[src/rtl/regfile_wb_arbiter.sv]
// ---------------------------------------------------------------------------
// regfile_wb_arbiter
//   Arbitrates register-file writeback between the ALU and the load unit,
//   drives a registered register-file write port, and keeps a busy
//   scoreboard of destination registers reserved at issue.
//
// Parameters
//   RR_MODE       1 = round-robin between ALU and LD, 0 = fixed ALU priority
//
// Ports
//   clk           rising-edge clock
//   rst_n         asynchronous active-low reset
//   alu_valid     ALU writeback request        alu_ready  ALU grant
//   alu_rd        ALU destination register     alu_data   ALU write data
//   ld_valid      load writeback request       ld_ready   load grant
//   ld_rd         load destination register    ld_data    load write data
//   load_enable   registered register-file write enable
//   rc / ry       registered write address / write data
//   iss_valid     issue-stage reservation      iss_rd     reserved register
//   qa / qb       source registers to check    hazard_a/b hazard flags
//   busy          scoreboard vector (bit 0 always 0)
//   conflict_cnt  saturating count of cycles with both requesters valid
// ---------------------------------------------------------------------------
module regfile_wb_arbiter #(
    parameter int RR_MODE = 1
) (
    input  logic        clk,
    input  logic        rst_n,
    input  logic        alu_valid,
    output logic        alu_ready,
    input  logic [4:0]  alu_rd,
    input  logic [31:0] alu_data,
    input  logic        ld_valid,
    output logic        ld_ready,
    input  logic [4:0]  ld_rd,
    input  logic [31:0] ld_data,
    output logic        load_enable,
    output logic [4:0]  rc,
    output logic [31:0] ry,
    input  logic        iss_valid,
    input  logic [4:0]  iss_rd,
    input  logic [4:0]  qa,
    input  logic [4:0]  qb,
    output logic        hazard_a,
    output logic        hazard_b,
    output logic [31:0] busy,
    output logic [15:0] conflict_cnt
);

    typedef enum logic {
        GRANT_ALU = 1'b0,
        GRANT_LD  = 1'b1
    } grant_e;

    grant_e      last_grant_q, last_grant_d;
    logic        load_enable_q, load_enable_d;
    logic [4:0]  rc_q, rc_d;
    logic [31:0] ry_q, ry_d;
    logic [31:0] busy_q, busy_d;
    logic [15:0] conflict_cnt_q, conflict_cnt_d;

    logic        alu_wins;
    logic        alu_xfer;
    logic        ld_xfer;
    logic        xfer;
    logic [4:0]  xfer_rd;
    logic [31:0] xfer_data;

    // ALU wins a conflict under fixed priority, or in round-robin when the
    // load unit had the previous grant.
    always_comb begin
        alu_wins = 1'b1;
        if (RR_MODE != 0) begin
            alu_wins = (last_grant_q == GRANT_LD);
        end
    end

    // Readies are gated by rst_n so nothing is granted while in reset.
    assign alu_ready = rst_n & alu_valid & (~ld_valid | alu_wins);
    assign ld_ready  = rst_n & ld_valid  & (~alu_valid | ~alu_wins);

    assign alu_xfer  = alu_valid & alu_ready;
    assign ld_xfer   = ld_valid & ld_ready;
    assign xfer      = alu_xfer | ld_xfer;
    assign xfer_rd   = alu_xfer ? alu_rd   : ld_rd;
    assign xfer_data = alu_xfer ? alu_data : ld_data;

    always_comb begin
        last_grant_d   = last_grant_q;
        load_enable_d  = 1'b0;
        rc_d           = rc_q;
        ry_d           = ry_q;
        busy_d         = busy_q;
        conflict_cnt_d = conflict_cnt_q;

        if (alu_xfer) begin
            last_grant_d = GRANT_ALU;
        end else if (ld_xfer) begin
            last_grant_d = GRANT_LD;
        end

        // Writes to r0 complete the handshake but never reach the file.
        if (xfer && (xfer_rd != 5'd0)) begin
            load_enable_d   = 1'b1;
            rc_d            = xfer_rd;
            ry_d            = xfer_data;
            busy_d[xfer_rd] = 1'b0;
        end

        // Applied after the clear so a same-register reservation wins.
        if (iss_valid && (iss_rd != 5'd0)) begin
            busy_d[iss_rd] = 1'b1;
        end
        busy_d[0] = 1'b0;

        if (alu_valid && ld_valid && (conflict_cnt_q != 16'hFFFF)) begin
            conflict_cnt_d = conflict_cnt_q + 16'd1;
        end
    end

    always_ff @(posedge clk or negedge rst_n) begin
        if (!rst_n) begin
            last_grant_q   <= GRANT_LD;
            load_enable_q  <= 1'b0;
            rc_q           <= '0;
            ry_q           <= '0;
            busy_q         <= '0;
            conflict_cnt_q <= '0;
        end else begin
            last_grant_q   <= last_grant_d;
            load_enable_q  <= load_enable_d;
            rc_q           <= rc_d;
            ry_q           <= ry_d;
            busy_q         <= busy_d;
            conflict_cnt_q <= conflict_cnt_d;
        end
    end

    assign load_enable  = load_enable_q;
    assign rc           = rc_q;
    assign ry           = ry_q;
    assign busy         = busy_q;
    assign conflict_cnt = conflict_cnt_q;

    // The write-port term covers the cycle after the scoreboard has been
    // cleared but before the register file holds the new value.
    assign hazard_a = (qa != 5'd0) & (busy_q[qa] | (load_enable_q & (rc_q == qa)));
    assign hazard_b = (qb != 5'd0) & (busy_q[qb] | (load_enable_q & (rc_q == qb)));

endmodule

[config.mk]
export PLATFORM = sky130hd
export DESIGN_NAME = regfile_wb_arbiter
export DESIGN_NICKNAME = d
export VERILOG_FILES = /design/src/rtl/regfile_wb_arbiter.sv
export SDC_FILE = /design/constraint.sdc
export NUM_CORES = 1
export LEC_CHECK = 0
export CAP_MARGIN = 25
export CELL_PAD_IN_SITES_DETAIL_PLACEMENT = 0
export CELL_PAD_IN_SITES_GLOBAL_PLACEMENT = 1
export CORE_MARGIN = 2
export CORE_UTILIZATION = 33
export DETAILED_ROUTE_END_ITERATION = 6
export PLACE_DENSITY = 0.81
export SLEW_MARGIN = 25
export SYNTH_ARGS = -nofsm -noshare
export SYNTH_HDL_FRONTEND = slang
export SYNTH_SLANG_ARGS = --single-unit
export TNS_END_PERCENT = 50
[constraint.sdc]
create_clock -name clk -period 2.6 [get_ports clk]
set_input_delay 0.52 -clock clk [delete_from_list [all_inputs] [get_ports clk]]
set_output_delay 0.52 -clock clk [all_outputs]
set_load 0.01 [all_outputs]
==> results of run 1 <==
registers in the layout, summed over array words and instances (netlist names):
name and count:
alu_wins 1, load_enable 1, conflict_cnt 16, rc 5, ry 32, busy 31
Yosys cell counts (all sizes together), types with 4 or more instances:
master,count,area [sq um]
inv,6,22.52
buf,11,71.31
nor3,4,20.02
nand3b,5,37.54
xnor2,12,105.1
dfrtp,85,2127
o21ai,36,180.2
nand2b,5,31.28
nand4,4,25.02
a31oi,6,43.79
mux4,14,315.3
nor4,4,25.02
clkbuf,14,52.55
nand2,112,422.9
mux2i,7,70.07
nor2,9,33.78
xor2,11,96.34
nor4b,5,43.79
and3,4,25.02
o31ai,32,240.2
nand3,12,60.06
mux2,38,488.0
a21oi,10,50.05
final cells by class:
cell class                      instances  area [sq um]
Clock inverter                          5         82.58
Fill cell                            1286          6887
Inverter                                6         22.52
Clock buffer                           11         242.7
Sequential cell                        86          2153
Tap cell                              184         230.2
Timing Repair Buffer                  233          2233
Multi-Input combinational cell        364          2628
kinds of logic after synthesis:
kind of cell             Yosys count
AO/OA/AOI/OAI                    100
XOR/XNOR                          23
adder cells (fa/ha/maj)            1
buffers and inverters             31
flip-flops                        86
multiplexers                      59
other                              1
AND/OR/NAND/NOR                  180
timing repair:
| item | CTS | global route |
|---|---|---|
| pin swaps | 8 | 7 |
| resized for setup | 30 | 8 |
| setup endpoints to repair | 3 | 2 |
| gates cloned | 1 | 0 |
| hold buffers | 0 | 0 |
| buffers inserted | 1 | 1 |
critical path, cell delays in order, from the launching register on:
cell,delay (ns)
dfrtp_1,0.44
mux4_2,0.48
mux2_2,0.29
nor4b_2,0.29
a211oi_2,0.09
buf_2,0.15
power breakdown:
group / internal (uW) / leakage [uW] / switching, uW / total [uW]
Combinational: 1090 / 0.00202 / 707 / 1800
Clock: 870 / 0.000160 / 544 / 1410
Sequential: 1630 / 0.00105 / 358 / 1980
Total: 3580 / 0.00323 / 1610 / 5190
worst paths after layout:
kind,start,end,slack (ns),depth (start not counted)
worst max-delay path,busy[14]$_DFF_PN0_,hazard_a,-0.004,5
worst min-delay path,rst_n,busy[19]$_DFF_PN0_,0.28,2
min in group clk,rst_n,alu_wins$_DFFE_PN1P_,0.46,3
max in group asynchronous,rst_n,ry[23]$_DFFE_PN0N_,1.85,2
worst min register to register,conflict_cnt[9]$_DFFE_PN0P_,conflict_cnt[9]$_DFFE_PN0P_,0.50,1
worst max register to register,alu_wins$_DFFE_PN1P_,ry[27]$_DFFE_PN0N_,0.36,7
metrics by stage:
step / area, sq um / power, uW / instances / worst slack [ns] / hold WS (ns)
2_1_floorplan: 4880 / 2667 / 481 / 0.1054 / 0.2244
3_3_place_gp: 7192 / 3741 / 870 / -0.6631 / 0.4772
3_5_place_dp: 7192 / 3775 / 870 / -0.6671 / 0.4930
4_1_cts: 7574 / 5222 / 888 / -0.05627 / 0.2914
5_1_grt: 7592 / 5462 / 889 / -0.07470 / 0.3373
6_report: 7592 / 5194 / 889 / -0.003535 / 0.2754
routing by layer:
layer	wire length [microns]	GRT usage, %	vias to the layer above
met1	6931	27.78	2311
li1	-	-	2191
met4	259	6.928	0
met2	7872	33.48	179
met5	0	0	-
met3	1034	3.979	19
==> metrics, run 1 <==
kind of critical path reg -> out; XOR/XNOR Fraction of Synth Area 4.128%; number of synthesized flops with an enable pin 0; setup ws final -0.003535 ns; Die W 125.6 microns; setup violators final 1; Post-Synth Adder-Cell Area 0.2564%; clock latency at the later pin of the worst-skew pair 0.34 ns; Remaining DRCs 0; simple-gate portion of the synthesized area 17.31%; synthesis-to-finish area growth 55.59%; fmax 384.1 MHz; Hold WC Path Type in -> async; routed wire length 16100 microns; Crit. End Element output port; crit path max fanout 3; Iteration-0 DRC Markers 292; YS warnings 0; Congestion Overflow GR 0; detailed-placement wirelength estimate 11960 microns; Synth Area in Compound Gates 13.21%; CTS tree done; max cap viols 0; share of cells above drive strength 1 19.86%; RePlAce Congestion 0.8568; FFs w/ async S/R, synth 100.0%; Avg Vias per Cell 5.287; initial core utilization 33.70%; RSZ-0062 raised after global routing true; vias in the first global route 4795; failing checks negative setup slack; clock-pin slew on the worst setup and hold paths 0.07 ns; drt pass-1 iters 5; Max Root-Sink Buffers 2; clk root buf clkbuf_16; power density cells 684.1 mW/mm^2; largest net degree at the start of global routing 49; Required @ worst endpoint 2.08 ns; synthesized cell area 0.004880 sq mm; Syn Area/Cell 10.14 sq um; status finished, violations left; Die Span Y 125.6 microns; combinational family with the most area after synthesis multiplexers; crit path launch type register; FP Rows 44; final slew viol count 0; commonest non-fill, non-tap cell in the layout clkdlybuf4s50_1; Unique masters post-synth 54; Slew @ Worst Pin 0.8737 ns; core footprint 0.01448 sq mm; commonest non-fill, non-tap cells in the layout clkdlybuf4s50_1, nand2_1, dfrtp_1; routed len/inst 18.11 microns; Leak Pwr 0.003228 uW; H-tree depth 3; Final Cycle Share 100.1%; Routed Antenna Nets 0; multiplexer area fraction after synthesis 17.90%; Tmin final 2.604 ns; Net Count, Synth 576; WP data arrival 2.08 ns; Post-Synthesis Cells 481; Slew HR 41.48%; gr usage total 20.63%; initial antenna violation count 0; Most used DFF post-synth dfrtp_1; final setup TNS -0.003535 ns; skew final 0.005564 ns; Synth Register Bits 86; antenna cells 0; Worst VDD drop 0.4264 mV; PortBufs 182; nets 795; TritonCTS buffer count 9; # IOs 184; clock sinks 86; first-pass GRT wire length 26020 microns; vias 4700; Die Area 0.01578 sq mm; Final Hold Fails 0; Core Util, Final 52.44%; sequential cell area fraction in the yosys report 44.13%
Note: power is estimated with default switching activity, not from simulation.
==> inputs of run 2 (changes only) <==
--- a/config.mk
+++ b/config.mk
@@ -12,6 +12,7 @@
 export CORE_UTILIZATION = 33
 export DETAILED_ROUTE_END_ITERATION = 6
 export PLACE_DENSITY = 0.81
+export REMOVE_ABC_BUFFERS = 1
 export SLEW_MARGIN = 25
 export SYNTH_ARGS = -nofsm -noshare
 export SYNTH_HDL_FRONTEND = slang
==> run 2 against run 1 <==
Against the previous run: the flow now finishes without violations; cell area up 0.58%; first-iteration DRC count up 18%; largest cell class unchanged; die area stayed put; combinational power is 4% higher; register-to-register slack worse by 0.05 ns; global-route usage down 0.34 points; count of clock-buffer cells in the layout rose by 1; largest power group unchanged; non-clock buffer count increased by 7.
==> metrics, run 2 (same netlist as run 1, synthesis figures left out) <==
status finished clean (was finished, violations left); Largest register FFs 32 (unchanged); first-pass GRT wire length 25450 microns (was 26020 microns); RePlAce Congestion 0.8885 (was 0.8568); Max Root-Sink Buffers 2 (unchanged); vias 4752 (was 4700); clk root buf clkbuf_16 (unchanged); synthesis-to-finish area growth 56.49% (was 55.59%); setup violators final 0 (was 1); Congestion Overflow GR 0 (unchanged); Design Area, Final 0.007636 sq mm (was 0.007592 sq mm); H-tree depth 3 (unchanged); fmax 397.0 MHz (was 384.1 MHz); core footprint 0.01448 sq mm (unchanged); Slew @ Worst Pin 0.8973 ns (was 0.8737 ns); share of cells above drive strength 1 21.21% (was 19.86%); clock-pin slew on the worst setup and hold paths 0.06 ns (was 0.07 ns); # IOs 184 (unchanged); commonest non-fill, non-tap cells in the layout clkdlybuf4s50_1, nand2_1, dfrtp_1 (unchanged); Routed Antenna Nets 0 (unchanged); Clk pwr share 25.3% (was 27.2%); Final Hold Fails 0 (unchanged); TritonCTS buffer count 9 (unchanged); initial antenna violation count 0 (unchanged); commonest non-fill, non-tap cell in the layout clkdlybuf4s50_1 (unchanged); RSZ-0062 raised after global routing false (was true); Comb pwr share 36.3% (was 34.6%); crit path max fanout 3 (unchanged); Sequential Power Share 38.4% (was 38.2%); Tmin final 2.519 ns (was 2.604 ns); Required @ worst endpoint 2.08 ns (about the same); Remaining DRCs 0 (unchanged); drt pass-1 iters 5 (unchanged); clock latency at the later pin of the worst-skew pair 0.34 ns (about the same); critical path's slowest cell mux4_2 (unchanged); Worst VDD drop 0.3297 mV (was 0.4264 mV); Slew HR 39.78% (was 41.48%); quantity of hold-fixing buffers added after cts 0 (unchanged); Iteration-0 DRC Markers 345 (was 292); Placed Cells 867 (was 870); FP Rows 44 (unchanged); Switching Share 31.27% (was 31.00%); routed wire length 16120 microns (was 16100 microns); skew final 0.004119 ns (was 0.005564 ns); Die Span Y 125.6 microns (unchanged); CTS tree done (unchanged); Pint 3555 uW (was 3584 uW); crit path launch type register (unchanged); Leak Pwr 0.003262 uW (was 0.003228 uW); Final Cycle Share 96.88% (was 100.1%); detailed-placement wirelength estimate 11760 microns (was 11960 microns); kind of critical path reg -> out (unchanged); gr usage total 20.30% (was 20.63%); clock sinks 86 (unchanged); Die W 125.6 microns (unchanged); power density cells 677.4 mW/mm^2 (was 684.1 mW/mm^2); initial core utilization 33.70% (unchanged); Avg Vias per Cell 5.304 (was 5.287); max cap viols 0 (unchanged); largest net degree at the start of global routing 83 (was 49); Hold WC Path Type in -> async (unchanged); routed len/inst 17.99 microns (was 18.11 microns); Fill cells 1292 (was 1286); nets 802 (was 795); Layout Cells excl Fill 896 (was 889); crit-path max cell delay 0.48 ns (about the same); Die Area 0.01578 sq mm (unchanged); Crit. End Element output port (unchanged); Placed Area 0.007157 sq mm (was 0.007192 sq mm); P_sw 1618 uW (was 1610 uW); crit path cell chain mux4_2, mux2_4, nor4b_4, a211oi_2, buf_2 (was mux4_2, mux2_2, nor4b_2, a211oi_2, buf_2); Reg area 0.002155 sq mm (was 0.002153 sq mm); PortBufs 182 (unchanged); area of the multi-input gates 0.002659 sq mm (was 0.002628 sq mm); vias in the first global route 4879 (was 4795); final slew viol count 0 (unchanged); antenna cells 0 (unchanged); WP data arrival 2.00 ns (was 2.08 ns)
[run 2: changes by cell type in the layout (fill, tap and decap cells not counted), moves of 2 or more]
cell,previous run,this run
buf_4,46,50
buf_6,3,9
clkbuf_2,1,3
clkinv_2,1,3
clkinv_4,2,0
dlygate4sd2_1,6,4
mux2_2,22,20
mux2_4,16,18
[run 2: final timing paths]
kind                                            from            endpoint  slack [ns]  depth (start not counted)
worst max-delay path              busy[14]$_DFF_PN0_            hazard_a        0.08                          5
worst min-delay path                           rst_n  busy[23]$_DFF_PN0_        0.13                          2
worst max register to register  alu_wins$_DFFE_PN1P_  ry[16]$_DFFE_PN0N_        0.31                          7
worst min register to register    ry[31]$_DFFE_PN0N_  ry[31]$_DFFE_PN0N_        0.51                          1
max in group asynchronous                      rst_n  busy[13]$_DFF_PN0_        1.48                          3
min in group clk                  ry[31]$_DFFE_PN0N_  ry[31]$_DFFE_PN0N_        0.51                          1
[run 2: metrics by stage]
stage / hold WS, ns / utilization (%) / setup slack [ns] / setup TNS, ns / power (uW)
2_1_floorplan: 0.2244 / - / -1.710 / -79.23 / 2639
3_3_place_gp: 0.4780 / 49.43 / -0.7126 / -13.59 / 3743
3_5_place_dp: 0.4910 / 49.43 / -0.7827 / -13.07 / 3784
4_1_cts: 0.1301 / 51.75 / -0.03539 / -0.03539 / 5131
5_1_grt: 0.1379 / 52.74 / 0.0004725 / 0 / 5446
6_report: 0.1334 / 52.74 / 0.08104 / 0 / 5172
[run 2: routing by layer]
layer,vias to the layer above,wire (microns),global-route usage (%)
li1,2192,-,-
met4,0,426,6.732
met1,2288,6219,24.67
met2,235,7949,34.05
met5,-,0,0
met3,37,1526,6.632
[run 2: cell type report]
| class | count | share of cell area [%] |
|---|---|---|
| sequential | 86 | 28.22 |
| timing repair buffer | 240 | 29.71 |
| clock inverter | 4 | 0.5899 |
| clock buffer | 12 | 3.359 |
| inverter | 6 | 0.2949 |
| multi-input combinational | 364 | 34.82 |
| tap | 184 | 3.015 |
[run 2: power groups by stage]
stage / clock (uW) / sequential (uW) / combinational [uW]
4_1_cts: 1350 / 1980 / 1800
5_1_grt: 1410 / 2020 / 2010
3_3_place_gp: 0 / 2000 / 1740
6_report: 1310 / 1990 / 1880
2_1_floorplan: 0 / 2000 / 634
3_5_place_dp: 0 / 2000 / 1780
[run 2: repair_timing]
item	4_1_cts	5_1_grt
resized for setup	35	23
setup buffers	1	12
setup endpoints to repair	3	19
pin swaps	7	10
[run 2: critical path: cells and delay by family, from the launching register on]
kind	cells	cell delay [ns]
mux	2	0.78
flops	1	0.43
simple gates	1	0.22
buf+inv	1	0.16
compound gates	1	0.08
==> inputs of run 3 (changes only) <==
--- a/config.mk
+++ b/config.mk
@@ -5,7 +5,6 @@
 export SDC_FILE = /design/constraint.sdc
 export NUM_CORES = 1
 export LEC_CHECK = 0
-export CAP_MARGIN = 25
 export CELL_PAD_IN_SITES_DETAIL_PLACEMENT = 0
 export CELL_PAD_IN_SITES_GLOBAL_PLACEMENT = 1
 export CORE_MARGIN = 2
==> results of run 3 <==
Final layout, timing and power as in run 2 (identical DEF).
